==> src/rtl/seq_divider_pkg.sv <==
// Shared encodings for the sequential divider and its add/sub datapath.
package seq_divider_pkg;

    typedef enum logic [1:0] {
        ST_IDLE = 2'd0,
        ST_RUN  = 2'd1,
        ST_DONE = 2'd2
    } state_t;

    localparam logic OP_ADD = 1'b0;
    localparam logic OP_SUB = 1'b1;

endpackage

==> src/rtl/seq_divider_addsub_n.sv <==
// Parameterized ripple adder/subtractor: b is XORed with op and op feeds the carry-in.
module addsub_n #(
    parameter int WIDTH = 5
) (
    input  logic [WIDTH-1:0] a,
    input  logic [WIDTH-1:0] b,
    input  logic             op,
    output logic [WIDTH-1:0] s,
    output logic             cout,
    output logic             v
);

    logic [WIDTH-1:0] bx;
    logic [WIDTH:0]   c;

    assign bx = b ^ {WIDTH{op}};

    always_comb begin
        s    = '0;
        c    = '0;
        c[0] = op;
        for (int unsigned i = 0; i < WIDTH; i++) begin
            s[i]   = a[i] ^ bx[i] ^ c[i];
            c[i+1] = (a[i] & bx[i]) | (c[i] & (a[i] ^ bx[i]));
        end
    end

    assign cout = c[WIDTH];
    assign v    = c[WIDTH] ^ c[WIDTH-1];

endmodule

==> src/rtl/seq_divider.sv <==
// Multi-cycle unsigned restoring divider with a start/done handshake.
// One quotient bit is produced per clock via a trial subtraction.
module seq_divider
    import seq_divider_pkg::*;
#(
    parameter int WIDTH = 4
) (
    input  logic             clk,
    input  logic             rst_n,
    input  logic             start,
    input  logic [WIDTH-1:0] dividend,
    input  logic [WIDTH-1:0] divisor,
    output logic             busy,
    output logic             done,
    output logic [WIDTH-1:0] quotient,
    output logic [WIDTH-1:0] remainder,
    output logic             div_by_zero
);

    localparam int CW = $clog2(WIDTH + 1);

    state_t           state, state_nxt;
    logic [WIDTH:0]   p, p_shift, trial, p_step;
    logic [WIDTH-1:0] q, q_step, dvsr;
    logic [CW-1:0]    cnt;
    logic             trial_cout;
    logic             addsub_v_unused;
    logic             accept;
    logic             last_step;

    assign p_shift = {p[WIDTH-1:0], q[WIDTH-1]};

    addsub_n #(.WIDTH(WIDTH + 1)) u_addsub (
        .a    (p_shift),
        .b    ({1'b0, dvsr}),
        .op   (OP_SUB),
        .s    (trial),
        .cout (trial_cout),
        .v    (addsub_v_unused)
    );

    // Carry-out high means the trial subtraction did not borrow.
    assign p_step    = trial_cout ? trial : p_shift;
    assign q_step    = {q[WIDTH-2:0], trial_cout};
    assign last_step = (cnt == CW'(1));

    always_comb begin
        state_nxt = state;
        accept    = 1'b0;
        case (state)
            ST_IDLE, ST_DONE: begin
                if (start) begin
                    accept    = 1'b1;
                    state_nxt = (divisor == '0) ? ST_DONE : ST_RUN;
                end else begin
                    state_nxt = ST_IDLE;
                end
            end
            ST_RUN: begin
                if (last_step) state_nxt = ST_DONE;
            end
            default: state_nxt = ST_IDLE;
        endcase
    end

    always_ff @(posedge clk or negedge rst_n) begin
        if (!rst_n) state <= ST_IDLE;
        else        state <= state_nxt;
    end

    // The final step's result is captured straight from the step logic.
    always_ff @(posedge clk or negedge rst_n) begin
        if (!rst_n) begin
            p           <= '0;
            q           <= '0;
            dvsr        <= '0;
            cnt         <= '0;
            quotient    <= '0;
            remainder   <= '0;
            div_by_zero <= 1'b0;
        end else if (accept) begin
            p           <= '0;
            q           <= dividend;
            dvsr        <= divisor;
            cnt         <= CW'(WIDTH);
            div_by_zero <= 1'b0;
            if (divisor == '0) begin
                quotient    <= '1;
                remainder   <= dividend;
                div_by_zero <= 1'b1;
            end
        end else if (state == ST_RUN) begin
            p   <= p_step;
            q   <= q_step;
            cnt <= cnt - CW'(1);
            if (last_step) begin
                quotient  <= q_step;
                remainder <= p_step[WIDTH-1:0];
            end
        end
    end

    assign busy = (state == ST_RUN);
    assign done = (state == ST_DONE);

endmodule

==> config.mk <==
export PLATFORM = sky130hd
export DESIGN_NAME = seq_divider
export DESIGN_NICKNAME = d
export VERILOG_FILES = /design/src/rtl/seq_divider_pkg.sv /design/src/rtl/seq_divider_addsub_n.sv /design/src/rtl/seq_divider.sv
export SDC_FILE = /design/constraint.sdc
export NUM_CORES = 1
export LEC_CHECK = 0
export CORE_UTILIZATION = 45
export DETAILED_ROUTE_END_ITERATION = 12
export PLACE_DENSITY = 0.72
export SYNTH_ARGS = -nofsm -noshare
export SYNTH_HDL_FRONTEND = slang
export SYNTH_SLANG_ARGS = --single-unit
==> constraint.sdc <==
create_clock -name clk -period 7.6 [get_ports clk]
set_input_delay 1.9 -clock clk [delete_from_list [all_inputs] [get_ports clk]]
set_output_delay 1.9 -clock clk [all_outputs]
set_load 0.02 [all_outputs]
# After elaboration in Yosys (flattened, before gate mapping)
# Index checks and enable logic that the tools add are counted.
[word_totals] register_bits=26 inputBits=11 output_inout_bits=11 elab_cells=66
[op_classes] n_addsub=1 n_eq_ne=5 mux=22 bitwise_logic=24 reduce_logical=6
[op_table] cell="2-to-1 mux 4 bit" n=13
[op_table] cell="AND 1 bit" n=9
[op_table] cell="bitwise XOR 1 bit" n=8
[op_table] cell="2-to-1 mux 2 bit" n=3
[op_table] cell="2-to-1 mux 3 bit" n=2
[op_table] cell="inverter 4 -> 5 bit" n=1
[op_table] cell="bitwise OR 1 bit" n=5
[op_table] cell="logical NOT 4 bit" n=1
[op_table] cell="!= test 2 x 1 -> 1 bit (second input constant)" n=2
[op_table] cell="case mux 2 bit (2 select lines)" n=1
[op_table] cell="nonzero test 2 bit" n=2
[op_table] cell="== test 3 x 1 -> 1 bit (second input constant)" n=1
[op_table] cell="2-to-1 mux 1 bit" n=3
[op_table] cell="AND reduction 3 bit" n=1
[op_table] cell="subtractor 3 x 1 -> 3 bit (second input constant)" n=1
[op_table] cell="== test 2 x 1 -> 1 bit (second input constant)" n=1
[op_table] cell="== test 2 bit (second input constant)" n=1
[op_table] cell="logical NOT 2 bit" n=1
[op_table] cell="OR reduction 2 bit" n=1
[op_table] cell="inverter 1 bit" n=1

# Depth between registers and ports, before layout
# Gate-level depths: netlist (run 1).
[depth] ltp_word=15 ltp_mapped=9 ltp_nobuf=8

# Modules after synthesis
# Synthesis (run 1) repeated with hierarchy kept, for this count alone.
[hier_totals] cells_unflattened=137 area_unflattened_um2=1443.9
[by_module_without_submodules] module="seq_divider" n_inst=1 cells_each=119 area_per_inst_um2=1266.2 seq_area_each_um2=650.6
[by_module_without_submodules] module="addsub_n" n_inst=1 cells_each=18 area_per_inst_um2=177.7 seq_area_each_um2=0.0

# Worst setup path after synthesis (run 1)
# OpenSTA, ideal clock, no wires.
[synth_timing] path_type="in2reg" startpoint="input port divisor[3]" endpoint="register remainder[2]" setup_ns=0.137 arrival_time_ns=2.668 slack_ns=4.794 stages=3 path_buffers=0 path_cell_list="or4_1 -> nor3_1 -> a221oi_1"
[synth_via] elab_chain_cells=3
[synth_lines] element="start: declaration" line_no="seq_divider.sv:12" text="input logic [WIDTH-1:0] divisor,"
[synth_lines] element="logical NOT 4 bit" line_no="seq_divider.sv:87" text="if (divisor == '0) begin"
[synth_lines] element="!= test 2 x 1 -> 1 bit (no source line)"
[synth_lines] element="AND reduction 3 bit (no source line)"
[synth_lines] element="end signal: assignment" line_no="seq_divider.sv:89" text="remainder <= dividend;"
[synth_lines] element="end signal: assignment" line_no="seq_divider.sv:98" text="remainder <= p_step[WIDTH-1:0];"
[synth_lines] element="end: declaration" line_no="seq_divider.sv:16" text="output logic [WIDTH-1:0] remainder,"
# Every way passes these cells.
# A chain may end at the register's enable or synchronous reset.

# Worst setup path after layout (run 1)
[layout_timing] startpoint="register state[1]" endpoint="output port busy"
[layout_via] elab_chain_cells=1
[layout_lines] element="start: declaration" line_no="seq_divider.sv:22" text="state_t state, state_nxt;"
[layout_lines] element="start signal: assignment" line_no="seq_divider.sv:68" text="else state <= state_nxt;"
[layout_lines] element="== test 2 x 1 -> 1 bit" line_no="seq_divider.sv:103" text="assign busy = (state == ST_RUN);"
[layout_lines] element="end: declaration" line_no="seq_divider.sv:13" text="output logic busy,"
# Every way passes these cells.

==> out/results.ini, run 1 <==
[cts]
hold_buffers=0
clk_latency_ns=0.33
clk_pin_slew_ns=0.14
cts-htree-levels=1
postCtsSetupBuffers=0
cts_resized=0
cts_tree=built
cts_root_buffer=clkbuf_4
cts_buffer_depth=2
clock-sinks=26
numCtsBuffers=3

[status]
status=finished, final reports clean

[die]
io_pins=22
num_rows=19
dieArea_sq_mm=0.003154
fp.dieW_um=56.16
coreArea_sq_mm=0.002758
initial_core_util_pct=47.87
fp.dieH_um=56.16

[timing]
slew_headroom_pct=23.13
tightest_slew_ns=1.149
setup_viol=0
period_needed_ns=4.027
final-hold-violation-count=0
rsz0062_at_grt=false
tns_ns=0
fmax_mhz=248.4
fin_crit_sh_pct=52.98
drv_slew=0
timing.clock.skew_ns=0.0009870

[hold_path]
min_path_type=flip-flop to flip-flop
hp-start=quotient[3]

[finish]
antenna_cells=0
drive_gt1_share_pct=6.494
multi_input_area_sq_um=576.8
syn_to_final_growth_pct=19.81
n_fill_cell=247
register_area_sq_um=650.6
layout.nets=172
design_area_sq_mm=0.001582
layout_common_cells=26 x nand2_1, 26 x dfrtp_1, 21 x clkdlybuf4s50_1, 14 x inv_1, 10 x nand3_1

[worst_setup_path]
path_class=flip-flop to output pin
crit_fanout=13
crit_required_ns=5.70
start_kind=flip-flop
crit_path_end_kind=output pin
rrSetupSlack_ns=4.82
crit_arrival_ns=2.13
r2r-end=p[0]
worstSetupEndpoint=busy
crit_start=state[1]
reg2reg_from=q[3]
r2r_cells=8

[place]
dp_hpwl_um=2094
place_area_sq_mm=0.001529
numPortBuffers=21
gp_congestion=0.8374

[power_and_ir_drop]
power.leakage_nw=0.7200
irDropWorstVdd_mv=0.2284
power-per-cell-area_mw_per_mm2=447.7

[drt]
vias=1045
initialDrtViolationCount=49
first_pass_iters=5
finalWirelength_um=2795
drcViolationCount=0
wl_per_cell_um=15.11
drt-vias-per-instance=5.649
antenna_left=0

[yosys]
post_synth.cell_area_avg_sq_um=9.706
syn_area_sq_mm=0.001320
yosysSeqAreaShare_pct=49.29
yosysTopAreaCell=dfrtp_1
synthCells=136
synth_top_area_share_pct=49.29
synthTopCellsByArea=dfrtp_1 49%, nand2_1 7.4%, fa_1 4.5%, inv_1 4.0%, nand3_1 3.8%
synthesis.nets=153
synth_warnings=0
synth-seq-cells=26
yosysUniqueCellTypes=31

[flow_run]
drv_cap=0

[global_routing]
grt_use_total_pct=20.48
grt_first_pass_wirelength_um=4933
grt_pass1_vias=1064
grt-ovfl-total=0
grt_start_max_net_pins=27
antenna_found_initial=0

-- logic make-up (layout without fill, tap and decap cells) --
family,Yosys count,after routing,synth area share (%)
adders and majority gates,6,6,7.394
DFF,26,26,49.29
AOI/OAI and AO/OA,23,23,11.85
buffers and inverters,21,39,7.014
muxes,2,2,1.706
and+or+nand+nor,58,58,22.75
-- worst min-delay path by stage --
stage,to,slack (ns),cells past startpoint
after floorplan,dvsr[0],0.45,2
after global placement,div_by_zero,0.47,2
after detailed placement,quotient[3],0.49,2
after CTS,quotient[3],0.52,2
after global routing,div_by_zero,0.55,2
final,quotient[3],0.51,2
-- final cells by class --
cell class              count  share of cell area [%]
clock buffers               3                   1.424
clock inverters             1                   1.899
inverters                  14                   3.323
multi-input cells          89                   36.47
flip-flops and latches     26                   41.14
well taps                  31                   2.453
repair buffers             21                   13.29
-- report_power, final --
group	internal, mW	total (mW)	switching, mW
Sequential	0.204	0.251	0.0469
Clock	0.0534	0.0967	0.0434
Combinational	0.159	0.361	0.202
Total	0.416	0.708	0.292
-- Yosys cell counts --
library cell and number:
inv_1 14, fa_1 3, nor4_4 1, ha_1 3
dfrtp_1 26, buf_2 2, a211oi_1 2, nand4bb_1 1
a21oi_2 1, and3_1 1, a22oi_1 1, a21oi_1 3
nor3_1 4, o21ai_0 5, and4bb_1 1, buf_6 1
clkbuf_1 3, a221oi_1 4, o22ai_1 1, nand2_1 26
nand2b_1 2, o211ai_1 3, buf_4 1, or4_1 1
nand3_1 10, nor2_1 5, a32oi_1 1, nor2b_1 4
a31oi_1 2, or3b_2 2, mux2_2 2
-- flip-flops by register name, summed over array words and instances, names as in the netlist --
name and flops:
cnt 3, div_by_zero 1, dvsr 4, p 4, q 4, quotient 4, remainder 4, state 2
-- layer usage --
layer	global-route usage, %	up-vias	part of all wire [%]	wire length (um)
met1	28.66	505	46	1289
met4	9.059	0	1.1	30
li1	-	497	-	-
met3	3.256	4	7.1	199
met5	0	-	0	0
met2	31.46	39	46	1276
-- stage by stage --
step	utilization [%]	power, mW	hold WS [ns]	std cells	setup slack [ns]
CTS	57.35	0.7112	0.5200	185	3.586
global placement	55.44	0.5980	0.4748	181	4.009
finish	57.35	0.7080	0.5145	185	3.573
global route	57.35	0.7703	0.5510	185	3.419
floorplan	-	0.5033	0.4497	136	4.794
detailed placement	55.44	0.6158	0.4876	181	3.918
-- critical path, stage by stage (launching register included) --
cell	delay, ns
dfrtp_1	0.42
nand2b_1	0.33
inv_1	0.36
clkdlybuf4s50_1	0.67
Power figures use the tool's default switching activity.
==> inputs of run 2 (changes only) <==
==> constraint.sdc (replaced) <==
create_clock -name clk -period 3.75 [get_ports clk]
set_input_delay 0.9375 -clock clk [delete_from_list [all_inputs] [get_ports clk]]
set_output_delay 0.9375 -clock clk [all_outputs]
set_load 0.02 [all_outputs]
==> run 2 against run 1 <==
Register-to-register slack got worse by 3.8 ns. Wire length decreased by 0.86%. Sequential share of layout area about the same. Utilization about the same. Clock-buffer cell count increased by 1. Via count decreased by 1.3%. Hold slack got worse by 0.012 ns. Largest power group unchanged.
==> out/results.ini, run 2 (synthesis results as in run 1) <==
[status]
status=finished, final reports clean  ; unchanged

[timing]
rsz0062_at_grt=false  ; unchanged
setup_viol=0  ; unchanged
slew_headroom_pct=43.28  ; was 23.13%
final-hold-violation-count=0  ; unchanged
tightest_slew_ns=0.8508  ; was 1.149 ns
fin_crit_sh_pct=84.88
fmax_mhz=314.2
tns_ns=0  ; unchanged
timing.clock.skew_ns=0.007384  ; was 0.0009870 ns
period_needed_ns=3.183
drv_slew=0  ; unchanged

[flow_run]
drv_cap=0  ; unchanged

[cts]
cts_tree=built  ; unchanged
clk_latency_ns=0.33  ; about the same
cts_buffer_depth=2  ; unchanged
cts-htree-levels=1  ; unchanged
clk_pin_slew_ns=0.15  ; was 0.14 ns
postCtsSetupBuffers=0  ; unchanged
numCtsBuffers=3  ; unchanged
hold_buffers=0  ; unchanged
cts_resized=0  ; unchanged
clock-sinks=26  ; unchanged
cts_root_buffer=clkbuf_4  ; unchanged

[drt]
drt-vias-per-instance=5.513  ; was 5.649
vias=1031  ; was 1,045
drcViolationCount=0  ; unchanged
antenna_left=0  ; unchanged
finalWirelength_um=2771  ; was 2795 um
wl_per_cell_um=14.82  ; was 15.11 um
initialDrtViolationCount=31  ; was 49
first_pass_iters=4  ; was 5

[die]
fp.dieH_um=56.16  ; unchanged
coreArea_sq_mm=0.002758  ; unchanged
fp.dieW_um=56.16  ; unchanged
dieArea_sq_mm=0.003154  ; unchanged
io_pins=22  ; unchanged
initial_core_util_pct=47.87  ; unchanged
num_rows=19  ; unchanged

[finish]
antenna_cells=0  ; unchanged
n_fill_cell=259  ; was 247
layoutNonFillerInstCount=187  ; was 185
drive_gt1_share_pct=7.692  ; was 6.494%
layout.nets=174  ; was 172
syn_to_final_growth_pct=19.72  ; was 19.81%
layout_common_cells=26 x nand2_1, 26 x dfrtp_1, 21 x clkdlybuf4s50_1, 14 x inv_1, 10 x nand3_1  ; unchanged

[power_and_ir_drop]
power.share.clock_pct=10.6  ; was 13.7%
power.leakage_nw=0.7231  ; was 0.7200 nW
p_int_uw=799.7  ; was 416.1 uW
irDropWorstVdd_mv=0.4895  ; was 0.2284 mV
power_switching_uw=582.5  ; was 291.9 uW
power-per-cell-area_mw_per_mm2=874.7  ; was 447.7 mW/mm^2
pwr-share-seq_pct=36.7  ; was 35.4%
comb_power_share_pct=52.7  ; was 50.9%
switching_share_pct=42.14  ; was 41.23%

[worst_setup_path]
crit_fanout=13  ; unchanged
crit_arrival_ns=2.25  ; was 2.13 ns
reg2reg_from=q[3]  ; unchanged
crit_start=state[1]  ; unchanged
start_kind=flip-flop  ; unchanged
crit_required_ns=2.81  ; was 5.70 ns
path_class=flip-flop to output pin  ; unchanged
crit_path_end_kind=output pin  ; unchanged

[global_routing]
grt_start_max_net_pins=27  ; unchanged
grt-ovfl-total=0  ; unchanged
grt_use_total_pct=19.86  ; was 20.48%
grt_first_pass_wirelength_um=4857  ; was 4933 um
grt_pass1_vias=1060  ; was 1,064
antenna_found_initial=0  ; unchanged

[place]
gp_congestion=0.9209  ; was 0.8374
numPortBuffers=21  ; unchanged
post-place-cells=183  ; was 181
dp_hpwl_um=1983  ; was 2094 um

[hold_path]
hp-start=div_by_zero  ; was quotient[3]
min_path_type=flip-flop to flip-flop  ; unchanged

-- run 2: cell types whose count changed in the layout (fill, tap and decap cells not counted) --
cell and delta:
bufinv_16 -1, clkbuf_8 +1, buf_4 +2
-- run 2: power groups by stage --
stage	sequential [mW]	combinational [mW]	clock (mW)
floorplan	0.540	0.481	0
global placement	0.508	0.707	0
detailed placement	0.513	0.730	0
CTS	0.507	0.733	0.148
global route	0.527	0.821	0.159
finish	0.507	0.729	0.146
-- run 2: metal layers --
| metal | vias to the layer above | share of wire [%] | global-route usage [%] |
|---|---|---|---|
| met5 | - | 0 | 0 |
| met4 | 0 | 1.3 | 8.362 |
| met3 | 4 | 3.3 | 2.791 |
| met2 | 19 | 44 | 30.95 |
| met1 | 504 | 51 | 27.87 |
| li1 | 504 | - | - |
-- run 2: final timing paths --
path / slack, ns / cells after the start / end
max: 0.57 / 3 / busy
min: 0.50 / 2 / div_by_zero
max reg2reg: 1.05 / 8 / remainder[3]
min reg2reg: 0.50 / 2 / div_by_zero
max in group asynchronous: 2.55 / 2 / cnt[1]
min in group asynchronous: 0.95 / 2 / p[3]
-- run 2: critical path, cell delays in order, from the launching register on --
cell and delay (ns):
dfrtp_1 0.42, nand2b_1 0.38, inv_1 0.43, clkdlybuf4s50_1 0.68
-- run 2: area by class of cell --
cell class | instances | area (sq um) | area share (%)
Clock buffer | 4 | 36.28 | 2.296
Timing Repair Buffer | 23 | 225.2 | 14.25
Multi-Input combinational cell | 89 | 576.8 | 36.50
Sequential cell | 26 | 650.6 | 41.17
Tap cell | 31 | 38.79 | 2.454
Inverter | 14 | 52.55 | 3.325
-- run 2: metrics by stage --
step	hold WS, ns	instance area [sq um]	total power [mW]	utilization, %	setup WS [ns]
finish	0.5025	1580	1.382	57.30	0.5670
global route	0.5351	1580	1.507	57.30	0.4350
CTS	0.5059	1580	1.387	57.30	0.5613
detailed placement	0.4720	1544	1.243	55.99	0.9464
global placement	0.4634	1544	1.215	55.99	0.9822
floorplan	0.4497	1320	1.020	-	1.211
==> inputs of run 3 (changes only) <==
--- a/config.mk
+++ b/config.mk
@@ -7,7 +7,7 @@
 export LEC_CHECK = 0
 export CORE_UTILIZATION = 45
 export DETAILED_ROUTE_END_ITERATION = 12
-export PLACE_DENSITY = 0.72
+export PLACE_DENSITY = 0.75
 export SYNTH_ARGS = -nofsm -noshare
 export SYNTH_HDL_FRONTEND = slang
 export SYNTH_SLANG_ARGS = --single-unit
==> constraint.sdc (replaced) <==
create_clock -name clk -period 2.9 [get_ports clk]
set_input_delay 0.725 -clock clk [delete_from_list [all_inputs] [get_ports clk]]
set_output_delay 0.725 -clock clk [all_outputs]
set_load 0.02 [all_outputs]
==> run 3 against run 2 <==
Register-to-register slack got worse by 0.84 ns. Clock-buffer cell count fell by 1. Clock power rose by 76%. Sequential share of layout area fell by 0.80 points. Worst setup slack got worse by 0.35 ns. Critical path type is now flip-flop to flip-flop. Largest power group unchanged.
==> out/results.ini, run 3 (synthesis results as in run 1) <==
[drt]
drt-vias-per-instance=5.630  ; was 5.513
initialDrtViolationCount=24  ; was 31
antenna_left=0  ; unchanged
first_pass_iters=4  ; unchanged
vias=1064  ; was 1,031
drcViolationCount=0  ; unchanged
finalWirelength_um=2819  ; was 2771 um
wl_per_cell_um=14.92  ; was 14.82 um

[timing]
rsz0062_at_grt=false  ; unchanged
timing.clock.skew_ns=0.001545  ; was 0.007384 ns
fmax_mhz=372.3
whs_ns=0.5036  ; was 0.5025 ns
slew_headroom_pct=46.96  ; was 43.28%
fin_crit_sh_pct=92.62
final-hold-violation-count=0  ; unchanged
tightest_slew_ns=0.7957  ; was 0.8508 ns
period_needed_ns=2.686
setup_viol=0  ; unchanged
drv_slew=0  ; unchanged
fin_ws_ns=0.2140  ; was 0.5670 ns
tns_ns=0  ; unchanged

[place]
gp_congestion=0.8512  ; was 0.9209
dpl_worst_slack_ns=0.2435  ; was 0.9464 ns
numPortBuffers=21  ; unchanged
dp_hpwl_um=2074  ; was 1983 um

[cts]
cts_root_buffer=clkbuf_4  ; unchanged
cts-htree-levels=1  ; unchanged
postCtsSetupBuffers=0  ; unchanged
cts_buffer_depth=2  ; unchanged
clk_pin_slew_ns=0.15  ; about the same
numCtsBuffers=3  ; unchanged
cts_tree=built  ; unchanged
clock-sinks=26  ; unchanged
cts_resized=0  ; unchanged
clk_latency_ns=0.33  ; about the same
hold_buffers=0  ; unchanged

[worst_setup_path]
crit_required_ns=3.15  ; was 2.81 ns
crit_arrival_ns=2.93  ; was 2.25 ns
reg2reg_from=q[3]  ; unchanged
r2r-end=remainder[3]  ; unchanged
max_stage_delay_ns=0.41  ; was 0.68 ns
crit_fanout=8  ; was 13
start_kind=flip-flop  ; unchanged
path_buf_inv=1  ; was 2
path_common_cell=fa_1
crit_start=q[3]  ; was state[1]
crit_family=adder cells  ; was buffers and inverters
r2r_cells=8  ; unchanged
path_cells=inv_1, ha_1, fa_1, fa_1, fa_1, nor2b_1, mux2_2, a221oi_1  ; was nand2b_1, inv_1, clkdlybuf4s50_1
crit_path_end_kind=flip-flop  ; was output pin
path_class=flip-flop to flip-flop  ; was flip-flop to output pin
cp_slowest_cell=fa_1  ; was clkdlybuf4s50_1
rrSetupSlack_ns=0.21  ; was 1.05 ns

[power_and_ir_drop]
irDropWorstVdd_mv=0.7748  ; was 0.4895 mV
power.leakage_nw=0.7396  ; was 0.7231 nW
power-per-cell-area_mw_per_mm2=1163  ; was 874.7 mW/mm^2

[finish]
n_fill_cell=253  ; was 259
register_area_sq_um=650.6  ; unchanged
syn_to_final_growth_pct=22.09  ; was 19.72%
drive_gt1_share_pct=8.861  ; was 7.692%
layout_common_cells=26 x nand2_1, 26 x dfrtp_1, 21 x clkdlybuf4s50_1, 14 x inv_1, 10 x nand3_1  ; unchanged
antenna_cells=0  ; unchanged
layout.nets=176  ; was 174
multi_input_area_sq_um=576.8  ; unchanged

[die]
num_rows=19  ; unchanged
io_pins=22  ; unchanged
fp.dieH_um=56.16  ; unchanged
dieArea_sq_mm=0.003154  ; unchanged
fp.dieW_um=56.16  ; unchanged
coreArea_sq_mm=0.002758  ; unchanged
initial_core_util_pct=47.87  ; unchanged

[flow_run]
drv_cap=0  ; unchanged

[global_routing]
grt_first_pass_wirelength_um=4795  ; was 4857 um
antenna_found_initial=0  ; unchanged
grt_use_total_pct=19.94  ; was 19.86%
grt_start_max_net_pins=27  ; unchanged
grt_pass1_vias=1056  ; was 1,060
grt-ovfl-total=0  ; unchanged

[hold_path]
worstHoldPathCells=2  ; unchanged
worstHoldEndpoint=dvsr[0]  ; was div_by_zero
min_path_type=flip-flop to flip-flop  ; unchanged
hp-start=dvsr[0]  ; was div_by_zero

[status]
status=finished, final reports clean  ; unchanged

-- run 3: changes by cell type in the layout (fill, tap and decap cells not counted) --
cell | before | now
buf_4 | 2 | 4
bufinv_16 | 0 | 1
clkbuf_8 | 1 | 0
-- run 3: power breakdown --
part / internal, mW / switching (mW) / leakage [nW]
clock network: 0.140 / 0.117 / 0.0279
logic: 0.444 / 0.518 / 0.407
registers: 0.533 / 0.122 / 0.305
-- run 3: routing by layer --
layer | share of wire (%) | track usage [%] | up-vias | wire [um]
li1 | - | - | 508 | -
met1 | 48 | 26.21 | 528 | 1350
met2 | 47 | 32.65 | 23 | 1318
met3 | 3.7 | 3.953 | 5 | 103
met4 | 1.6 | 7.317 | 0 | 46
met5 | 0 | 0 | - | 0
-- run 3: cell type report --
type / instances / share of cell area [%]
Sequential cell: 26 / 40.37
Multi-Input combinational cell: 89 / 35.79
Timing Repair Buffer: 25 / 14.91
Inverter: 14 / 3.261
Tap cell: 31 / 2.407
Clock inverter: 1 / 1.863
Clock buffer: 3 / 1.398
-- run 3: worst register-to-register path, delay by kind of cell (launching register included) --
kind,cells,cell delay [ns]
compound gates,1,0.24
simple gates,1,0.24
mux,1,0.32
fa+ha+maj,4,1.37
flops,1,0.38
buf+inv,1,0.06
-- run 3: worst max path at each step --
| stage | end | slack [ns] | cells past startpoint |
|---|---|---|---|
| global placement | remainder[0] | 0.33 | 8 |
| CTS | remainder[3] | 0.21 | 8 |
| floorplan | remainder[0] | 0.36 | 9 |
| finish | remainder[3] | 0.21 | 8 |
| detailed placement | remainder[0] | 0.24 | 8 |
| global route | remainder[3] | 0.08 | 8 |
-- run 3: per-stage QoR --
stage                     power (mW)  area (sq um)  std cells  utilization, %
after floorplan                1.319          1320        136               -
after global placement         1.584          1559        185           56.53
after detailed placement       1.627          1559        185           56.53
after CTS                      1.884          1612        189           58.44
after global routing           2.028          1612        189           58.44
final                          1.875          1612        189           58.44
